[src/rtl/song_reader.sv]
// Song sequencer: walks one of four 32-note songs in an external ROM and hands
// each note to a note player, one load strobe per note, until an end marker or the last slot.
module song_reader #(
    parameter int ADDR_W = 5
) (
    input  logic              clk,
    input  logic              reset,
    input  logic              play,
    input  logic [1:0]        song,
    input  logic              note_done,
    output logic [ADDR_W+1:0] rom_addr,
    input  logic [11:0]       rom_data,
    output logic [5:0]        note,
    output logic [5:0]        duration,
    output logic              new_note,
    output logic              song_done
);

    typedef enum logic [2:0] {
        IDLE,
        FETCH,
        WAIT_ROM,
        ISSUE,
        WAIT_DONE,
        END
    } state_t;

    localparam logic [ADDR_W-1:0] LAST_IDX = '1;

    state_t            state, state_next;
    logic [ADDR_W-1:0] note_idx, idx_next;
    logic [1:0]        song_latched, song_next;
    logic              resume, resume_next;
    logic              capture;
    logic              song_change;

    // resume marks a note_done that was taken while play was low: the index
    // has already advanced, and the next fetch waits only for play to return.
    assign song_change = (state != IDLE) && (song != song_latched);
    assign rom_addr    = {song_latched, note_idx};

    // NOTE: every signal written here gets a default first, so no path leaves
    // one unassigned and no latch is inferred.
    always_comb begin
        state_next  = state;
        idx_next    = note_idx;
        song_next   = song_latched;
        resume_next = resume;
        capture     = 1'b0;
        new_note    = 1'b0;
        song_done   = 1'b0;

        if (song_change) begin
            // An abort beats everything else, including a coincident note_done.
            state_next  = IDLE;
            idx_next    = '0;
            resume_next = 1'b0;
        end else begin
            case (state)
                IDLE: begin
                    song_next   = song;
                    idx_next    = '0;
                    resume_next = 1'b0;
                    if (play) state_next = FETCH;
                end
                FETCH: state_next = WAIT_ROM;
                WAIT_ROM: begin
                    capture    = 1'b1;
                    state_next = (rom_data[5:0] == 6'd0) ? END : ISSUE;
                end
                ISSUE: begin
                    new_note   = 1'b1;
                    state_next = WAIT_DONE;
                end
                WAIT_DONE: begin
                    if (resume) begin
                        if (play) begin
                            resume_next = 1'b0;
                            state_next  = FETCH;
                        end
                    end else if (note_done) begin
                        if (note_idx == LAST_IDX) begin
                            state_next = END;
                        end else begin
                            idx_next = note_idx + 1'b1;
                            if (play) state_next  = FETCH;
                            else      resume_next = 1'b1;
                        end
                    end
                end
                END: begin
                    song_done  = 1'b1;
                    idx_next   = '0;
                    state_next = IDLE;
                end
                default: state_next = IDLE;
            endcase
        end
    end

    // NOTE: state registers use non-blocking assignments so every flop samples
    // the pre-edge values regardless of statement order.
    always_ff @(posedge clk or negedge reset) begin
        if (!reset) begin
            state        <= IDLE;
            note_idx     <= '0;
            song_latched <= 2'd0;
            resume       <= 1'b0;
            note         <= 6'd0;
            duration     <= 6'd0;
        end else begin
            state        <= state_next;
            note_idx     <= idx_next;
            song_latched <= song_next;
            resume       <= resume_next;
            if (capture) begin
                note     <= rom_data[11:6];
                duration <= rom_data[5:0];
            end
        end
    end

endmodule

[config.mk]
export PLATFORM = sky130hd
export DESIGN_NAME = song_reader
export DESIGN_NICKNAME = d
export VERILOG_FILES = /design/src/rtl/song_reader.sv
export SDC_FILE = /design/constraint.sdc
export NUM_CORES = 1
export LEC_CHECK = 0
export BUFFER_PORTS_ARGS = -buffer_cell sky130_fd_sc_hd__buf_2
export CORE_MARGIN = 1.5
export CORE_UTILIZATION = 36
export DETAILED_ROUTE_END_ITERATION = 16
export PLACE_DENSITY = 0.72
export SYNTH_ARGS = -nofsm -noshare
export SYNTH_HDL_FRONTEND = slang
export SYNTH_SLANG_ARGS = --single-unit
[constraint.sdc]
create_clock -name clk -period 2.5 [get_ports clk]
set_input_delay 0.75 -clock clk [delete_from_list [all_inputs] [get_ports clk]]
set_output_delay 0.75 -clock clk [all_outputs]
set_load 0.01 [all_outputs]
==> results of run 1 <==
[cells in the final DEF, fill, tap and decap left out, drive strengths merged, types with 2 or more instances in the layout]
master,n
nor2b,3
clkbuf,4
nand2b,2
xnor2,2
buf,42
o211ai,3
o31ai,2
or4,2
inv,5
nand2,4
nand3,5
ha,2
nor2,5
a21oi,7
mux2,14
dfrtp,23
o21ai,3
nor4,2
[cells in the mapped netlist, types with 2 or more instances]
cell	number
nor4_1	2
mux2_2	9
or4_1	2
o21ai_0	2
nor2_1	5
dfrtp_1	23
nand3_1	5
a21oi_1	7
o211ai_1	3
inv_1	5
nand2_1	4
nand2b_1	2
buf_2	3
xnor2_1	2
ha_1	2
o31ai_1	2
nor2b_1	3
mux2_1	5
[worst max-delay path, delay by kind of cell (launching register included)]
kind	cells	cell delay (ns)
AO/OA/AOI/OAI	1	0.14
flip-flops	1	0.44
adder cells (fa/ha/maj)	2	0.42
AND/OR/NAND/NOR	3	1.30
[state kept, by name, indices dropped and copies added, names as in the netlist]
signal / count
duration: 6
note: 6
note_idx: 5
state: 3
song_latched: 2
resume: 1
[cell type report]
type	count	area (um^2)
inverter	5	18.8
fill	294	1620
clock buffer	4	26.3
sequential	23	576
multi-input combinational	69	510
tap	44	55.1
timing repair buffer	42	220
[stage by stage]
stage,utilization (%),instance area [um^2]
6_report,46.4,1410
5_1_grt,46.4,1410
3_5_place_dp,45.6,1380
3_3_place_gp,45.6,1380
2_1_floorplan,-,1130
4_1_cts,46.4,1410
[final timing paths]
kind / from / to / slack (ns)
min reg2reg: duration[5] / duration[5] / 0.51
max: note_idx[0] / note_idx[3] / 0.14
max in group asynchronous: reset / note[1] / 1.75
min: reset / resume / 0.39
min in group clk: duration[5] / duration[5] / 0.51
max reg2reg: note_idx[0] / note_idx[3] / 0.14
[layer usage]
layer / up-vias / routed length [um] / track usage [%]
met5: - / 0 / 0
met4: 0 / 40 / 8.77
met3: 4 / 104 / 2.84
met2: 25 / 1230 / 25.7
met1: 461 / 959 / 17.3
li1: 454 / - / -
[cells by family after synthesis]
logic type | count (synthesis) | synth area share, %
compound gates | 20 | 11.8
xor+xnor | 3 | 2.32
mux | 14 | 13.9
flops | 23 | 50.7
simple gates | 30 | 14.8
fa+ha+maj | 2 | 2.20
buf+inv | 10 | 4.30
[where the power goes]
part	internal (mW)	switching [mW]
Combinational	0.255	0.251
Sequential	0.488	0.0917
Clock	0.0622	0.110
Total	0.806	0.452
==> flow_summary.yaml, run 1 <==
worst_setup_path:
  cp-start-kind: "register"
  required_ns: 2.75
  cp.arrival_ns: 2.61
  slowest_stage: "or4b_1"
  cpMostUsedCell: "ha_1"
  path_class: "reg -> reg"
  reg2regPathDepth: 6
  cpPeakStageDelay_ns: 0.65
  crit_fanout: 8
  crit_chain: "ha_1 -> and3_1 -> ha_1 -> or4b_1 -> or4_1 -> a21oi_1"
  cp-end-kind: "register"
synthesis:
  synth_top_cell_area_share_pct: 50.7
  syn_avg_cell_area_um2: 11.1
  synth_top_cell_by_area: "dfrtp_1"
  ys_warn_count: 0
  synth.area.top_cells: "dfrtp_1, mux2_2, mux2_1, a21oi_1, ha_1"
  synth_edf_count: 0
  syn_inst: 102
  synth_area_mm2: 0.00113
  synth_seq_cells: 23
  synth_cell_types: 34
  synthArstFlopShare_pct: 100
  synth_nets: 122
  seq_area_frac_synth_pct: 50.7
  synth_ff_type: "dfrtp_1"
clocking:
  postCtsSetupRepairBufs: 0
  ctsHoldBuffers: 0
  htree_levels: 1
  cts_resized: 0
  cts_sinks: 23
  cts_tree: "built"
  clock_path_buffers: 2
  cts_inserted_buffers: 3
  clock_latency_ns: 0.31
  ctsRootBufferMaster: "clkbuf_4"
  clk_pin_slew_ns: 0.13
global_routing:
  track_usage_pct: 15.0
  grt_pass1_wl_mm: 3.93
  grt_pass1_vias: 951
  antenna_found_initial: 0
  grt_max_degree: 24
  overflow: 0
floorplanning:
  core_area_mm2: 0.00303
  die_area_mm2: 0.00350
  die_x_um: 59.1
  row_count: 20
  die_h_um: 59.1
  ios: 39
  start_util_pct: 37.5
place:
  hpwlAfterDp_mm: 1.83
  dp_cells: 183
  place_ws_ns: 0.154
  numPortBuffers: 38
  gp_congestion: 0.895
run_status:
  outcome: "finished clean"
sta:
  tightest_slew_ns: 0.498
  period_share_pct: 94.6
  skew_ns: 0.0114
  slew_viol_final: 0
  fin_crit_ns: 2.36
  tns_ns: 0
  setup_viol: 0
  setup_ws_ns: 0.136
  clock.fmax_ghz: 0.423
  rsz0062_at_grt: "no"
  hold_violations: 0
  timing.hold.ws_ns: 0.389
  slew_headroom_pct: 66.4
route:
  drcViolationCount: 0
  antenna_left: 0
  wirelength_mm: 2.33
  first_iter_violations: 22
  wire_per_inst_um: 12.5
  dr.pass1.iters: 4
  vias_per_cell: 5.05
  via_count: 944
cells_and_area:
  nets: 164
  drive_gt1_share_pct: 38.5
  area_growth_pct: 23.9
  fin_cells: 187
  num_antenna_cells: 0
pwr:
  fin_total_pwr_mw: 1.26
  p_leak_nw: 0.691
  vdd_ir_drop_max_mv: 0.357
  power_density_mw_per_mm2: 895
worst_hold_path:
  hold_class: "in -> async"
flow_run:
  max-cap-violations: 0
Note: power is estimated with default switching activity, not from simulation.
==> run 2: changes to the inputs <==
clock period = 2.6 ns   (was 2.5 ns; I/O delays follow)
==> run 2 against run 1 <==
First-iteration DRC count up 91%; hold slack better by 0.036 ns; combinational power decreased by 2%; sequential power decreased by 3%; critical path depth stayed put; wire length grew 7.2%; flip-flop and latch count stayed put; clock power shrank 2%; sequential share of layout area did not move; via count rose by 1.5%; clock skew decreased by 0.0036 ns; setup slack gained 0.046 ns; critical endpoint unchanged.
==> flow_summary.yaml, run 2 (synthesized netlist as in run 1, its figures left out) <==
place:
  dpl_cell_area_mm2: 0.00138
  gp_congestion: 0.837
  hpwlAfterDp_mm: 1.89
  numPortBuffers: 38
clocking:
  clock_latency_ns: 0.31
  cts_tree: "built"
  ctsRootBufferMaster: "clkbuf_4"
  htree_levels: 1
  cts_resized: 0
  cts_sinks: 23
  clk_pin_slew_ns: 0.13
  ctsHoldBuffers: 0
  postCtsSetupRepairBufs: 0
  clock_path_buffers: 2
  cts_inserted_buffers: 3
route:
  first_iter_violations: 42
  vias_per_cell: 5.12
  wirelength_mm: 2.50
  drt-met1-wl_mm: 1.05
  via_count: 958
  drcViolationCount: 0
  top_layer_used: "met4"
  wire_per_inst_um: 13.4
  wl_met3_um: 68
  antenna_left: 0
  met2_wirelength_mm: 1.35
  dr.pass1.iters: 4
sta:
  hold_violations: 0
  tns_ns: 0
  slew_headroom_pct: 63.6
  fin_crit_ns: 2.42
  skew_ns: 0.00783
  rsz0062_at_grt: "no"
  setup_viol: 0
  clock.fmax_ghz: 0.413
  tightest_slew_ns: 0.539
  period_share_pct: 93.0
  timing.hold.ws_ns: 0.425
  slew_viol_final: 0
run_status:
  outcome: "finished clean"
worst_hold_path:
  hold_class: "in -> async"
worst_setup_path:
  cp-end-kind: "register"
  cp-start-kind: "register"
  crit_fanout: 8
  cp.arrival_ns: 2.66
  r2r-start: "note_idx[0]"
  startpoint: "note_idx[0]"
  path_class: "reg -> reg"
  required_ns: 2.84
global_routing:
  antenna_found_initial: 0
  grt_pass1_vias: 918
  grt_pass1_wl_mm: 3.94
  track_usage_pct: 15.0
  overflow: 0
  grt_max_degree: 24
floorplanning:
  die_area_mm2: 0.00350
  start_util_pct: 37.5
  die_h_um: 59.1
  row_count: 20
  core_area_mm2: 0.00303
  ios: 39
  die_x_um: 59.1
cells_and_area:
  layout_commonest_cell: "buf_2"
  area_growth_pct: 23.9
  biggestRegsByFlops: "duration x6, note x6, note_idx x5"
  nFillCells: 284
  nets: 164
  design_area_mm2: 0.00141
  final_cell_mix: "buf_2, dfrtp_1, mux2_2"
  drive_gt1_share_pct: 38.5
  num_antenna_cells: 0
  fin_util_pct: 46.4
pwr:
  power_density_mw_per_mm2: 869
  fin_total_pwr_mw: 1.22
  p_leak_nw: 0.691
  vdd_ir_drop_max_mv: 0.388
flow_run:
  max-cap-violations: 0
[run 2: where the power goes]
| group | switching, mW | internal, mW |
|---|---|---|
| logic | 0.248 | 0.246 |
| registers | 0.0915 | 0.469 |
| clock network | 0.108 | 0.0599 |
| total | 0.448 | 0.775 |
[run 2: worst paths after layout]
check	end	slack (ns)	cells past startpoint
setup / recovery	note_idx[3]	0.18	6
hold / removal	note_idx[4]	0.43	1
setup reg to reg	note_idx[3]	0.18	6
hold reg to reg	duration[2]	0.51	1
max in group asynchronous	note[1]	1.81	1
min in group clk	duration[2]	0.51	1
[run 2: critical path, stage by stage, from the launching register on]
cell     delay, ns
dfrtp_1       0.44
ha_1          0.23
and3_1        0.15
ha_1          0.20
or4b_1        0.65
or4_1         0.52
a21oi_1       0.16
[run 2: cell type report]
class                   count  area (um^2)  area share, %
flip-flops and latches     23          576           40.9
multi-input cells          69          510           36.3
repair buffers             42          220           15.7
well taps                  44         55.1           3.91
clock buffers               4         26.3           1.87
inverters                   5         18.8           1.33
[run 2: layer usage]
metal  vias up  track usage (%)
met2        26             28.1
met4         0             7.79
met1       478             16.6
met5         -                0
met3         2             1.31
li1        452                -
[run 2: through the flow]
stage,cells,setup WS (ns)
after floorplan,102,0.258
after global placement,183,0.294
after detailed placement,183,0.204
after CTS,187,0.183
after global routing,187,0.0740
final,187,0.181
==> run 3: changes to the inputs <==
CTS_CLUSTER_DIAMETER = 120   (was not set)
RECOVER_POWER = 100   (was not set)
==> run 3 against run 2 <==
Wire length rose by 0.56%; final cell count unchanged; clock power about the same; maximum frequency decreased by 0.17%.
==> flow_summary.yaml, run 3 (synthesized netlist as in run 1, its figures left out) <==
run_status:
  outcome: "finished clean"
place:
  dpl_cell_area_mm2: 0.00138
  dp_cells: 183
  numPortBuffers: 38
  place_ws_ns: 0.204
  hpwlAfterDp_mm: 1.89
  gp_congestion: 0.837
clocking:
  ctsRootBufferMaster: "clkbuf_4"
  postCtsSetupRepairBufs: 0
  cts_resized: 0
  ctsHoldBuffers: 0
  clk_pin_slew_ns: 0.14
  cts_sinks: 23
  clock_latency_ns: 0.31
  cts_inserted_buffers: 3
  cts_tree: "built"
  htree_levels: 1
  clock_path_buffers: 2
worst_setup_path:
  cp-end-kind: "register"
  worst-path-buf-inv: 0
  cpPeakStageDelay_ns: 0.65
  slowest_stage: "or4b_1"
  reg2regPathDepth: 6
  r2r_slack_ns: 0.18
  cp-start-kind: "register"
  path_class: "reg -> reg"
  cpMostUsedCell: "ha_1"
  crit_fanout: 8
  critPathTopFamily: "simple AND/OR/NAND/NOR gates"
  path_depth: 6
  crit_chain: "ha_1 -> and3_1 -> ha_1 -> or4b_1 -> or4_1 -> a21oi_1"
  required_ns: 2.84
  cp.arrival_ns: 2.66
cells_and_area:
  drive_gt1_share_pct: 19.6
  nets: 164
  final_cell_mix: "clkbuf_1, dfrtp_1, buf_2"
  area_growth_pct: 20.3
  design_area_mm2: 0.00137
  fin_util_pct: 45.1
  fin_cells: 187
  nFillCells: 299
  biggestRegsByFlops: "duration x6, note x6, note_idx x5"
  layout_commonest_cell: "clkbuf_1"
  num_antenna_cells: 0
sta:
  fin_crit_ns: 2.42
  clock.fmax_ghz: 0.413
  hold_violations: 0
  slew_viol_final: 0
  tightest_slew_ns: 1.27
  skew_ns: 0.0111
  setup_ws_ns: 0.177
  timing.hold.ws_ns: 0.508
  tns_ns: 0
  slew_headroom_pct: 15.5
  period_share_pct: 93.2
  rsz0062_at_grt: "no"
  setup_viol: 0
route:
  wirelength_mm: 2.52
  vias_per_cell: 5.13
  wire_per_inst_um: 13.4
  dr.pass1.iters: 4
  antenna_left: 0
  via_count: 959
  first_iter_violations: 41
  drcViolationCount: 0
global_routing:
  grt_max_degree: 24
  grt_pass1_vias: 918
  track_usage_pct: 15.0
  antenna_found_initial: 0
  overflow: 0
  grt_pass1_wl_mm: 3.94
floorplanning:
  die_area_mm2: 0.00350
  ios: 39
  start_util_pct: 37.5
  row_count: 20
  core_area_mm2: 0.00303
  die_x_um: 59.1
  die_h_um: 59.1
worst_hold_path:
  hold_depth: 1
  hold_class: "reg -> reg"
flow_run:
  max-cap-violations: 0
pwr:
  p_leak_nw: 0.594
  fin_total_pwr_mw: 1.19
  vdd_ir_drop_max_mv: 0.389
  power_density_mw_per_mm2: 872
-- run 3: changes by cell type in the layout (fill, tap and decap cells not counted), sizes merged --
| cell | previous run | this run |
|---|---|---|
| clkbuf | 4 | 31 |
| buf | 42 | 15 |
-- run 3: report_power, final --
part,switching (mW),total (mW),internal (mW)
clock,0.110,0.170,0.0599
combinational,0.248,0.457,0.209
sequential,0.0948,0.564,0.470
-- run 3: path summary, 6_finish.rpt --
check                       startpoint          end
setup / recovery           note_idx[0]  note_idx[3]
hold / removal             duration[2]  duration[2]
setup reg to reg           note_idx[0]  note_idx[3]
hold reg to reg            duration[2]  duration[2]
max in group asynchronous        reset      note[1]
min in group asynchronous        reset  note_idx[4]
-- run 3: final cells by class --
cell class	count	area, um^2	area share, %
repair buffers	42	179	13.1
inverters	5	18.8	1.37
clock buffers	4	26.3	1.92
well taps	44	55.1	4.03
multi-input cells	69	510	37.4
flip-flops and latches	23	576	42.2
-- run 3: per-layer routing --
metal / vias up / routed length, um / global-route usage, %
met1: 479 / 1070 / 16.6
met2: 26 / 1350 / 28.1
met3: 2 / 64 / 1.31
li1: 452 / - / -
met4: 0 / 27 / 7.79
met5: - / 0 / 0
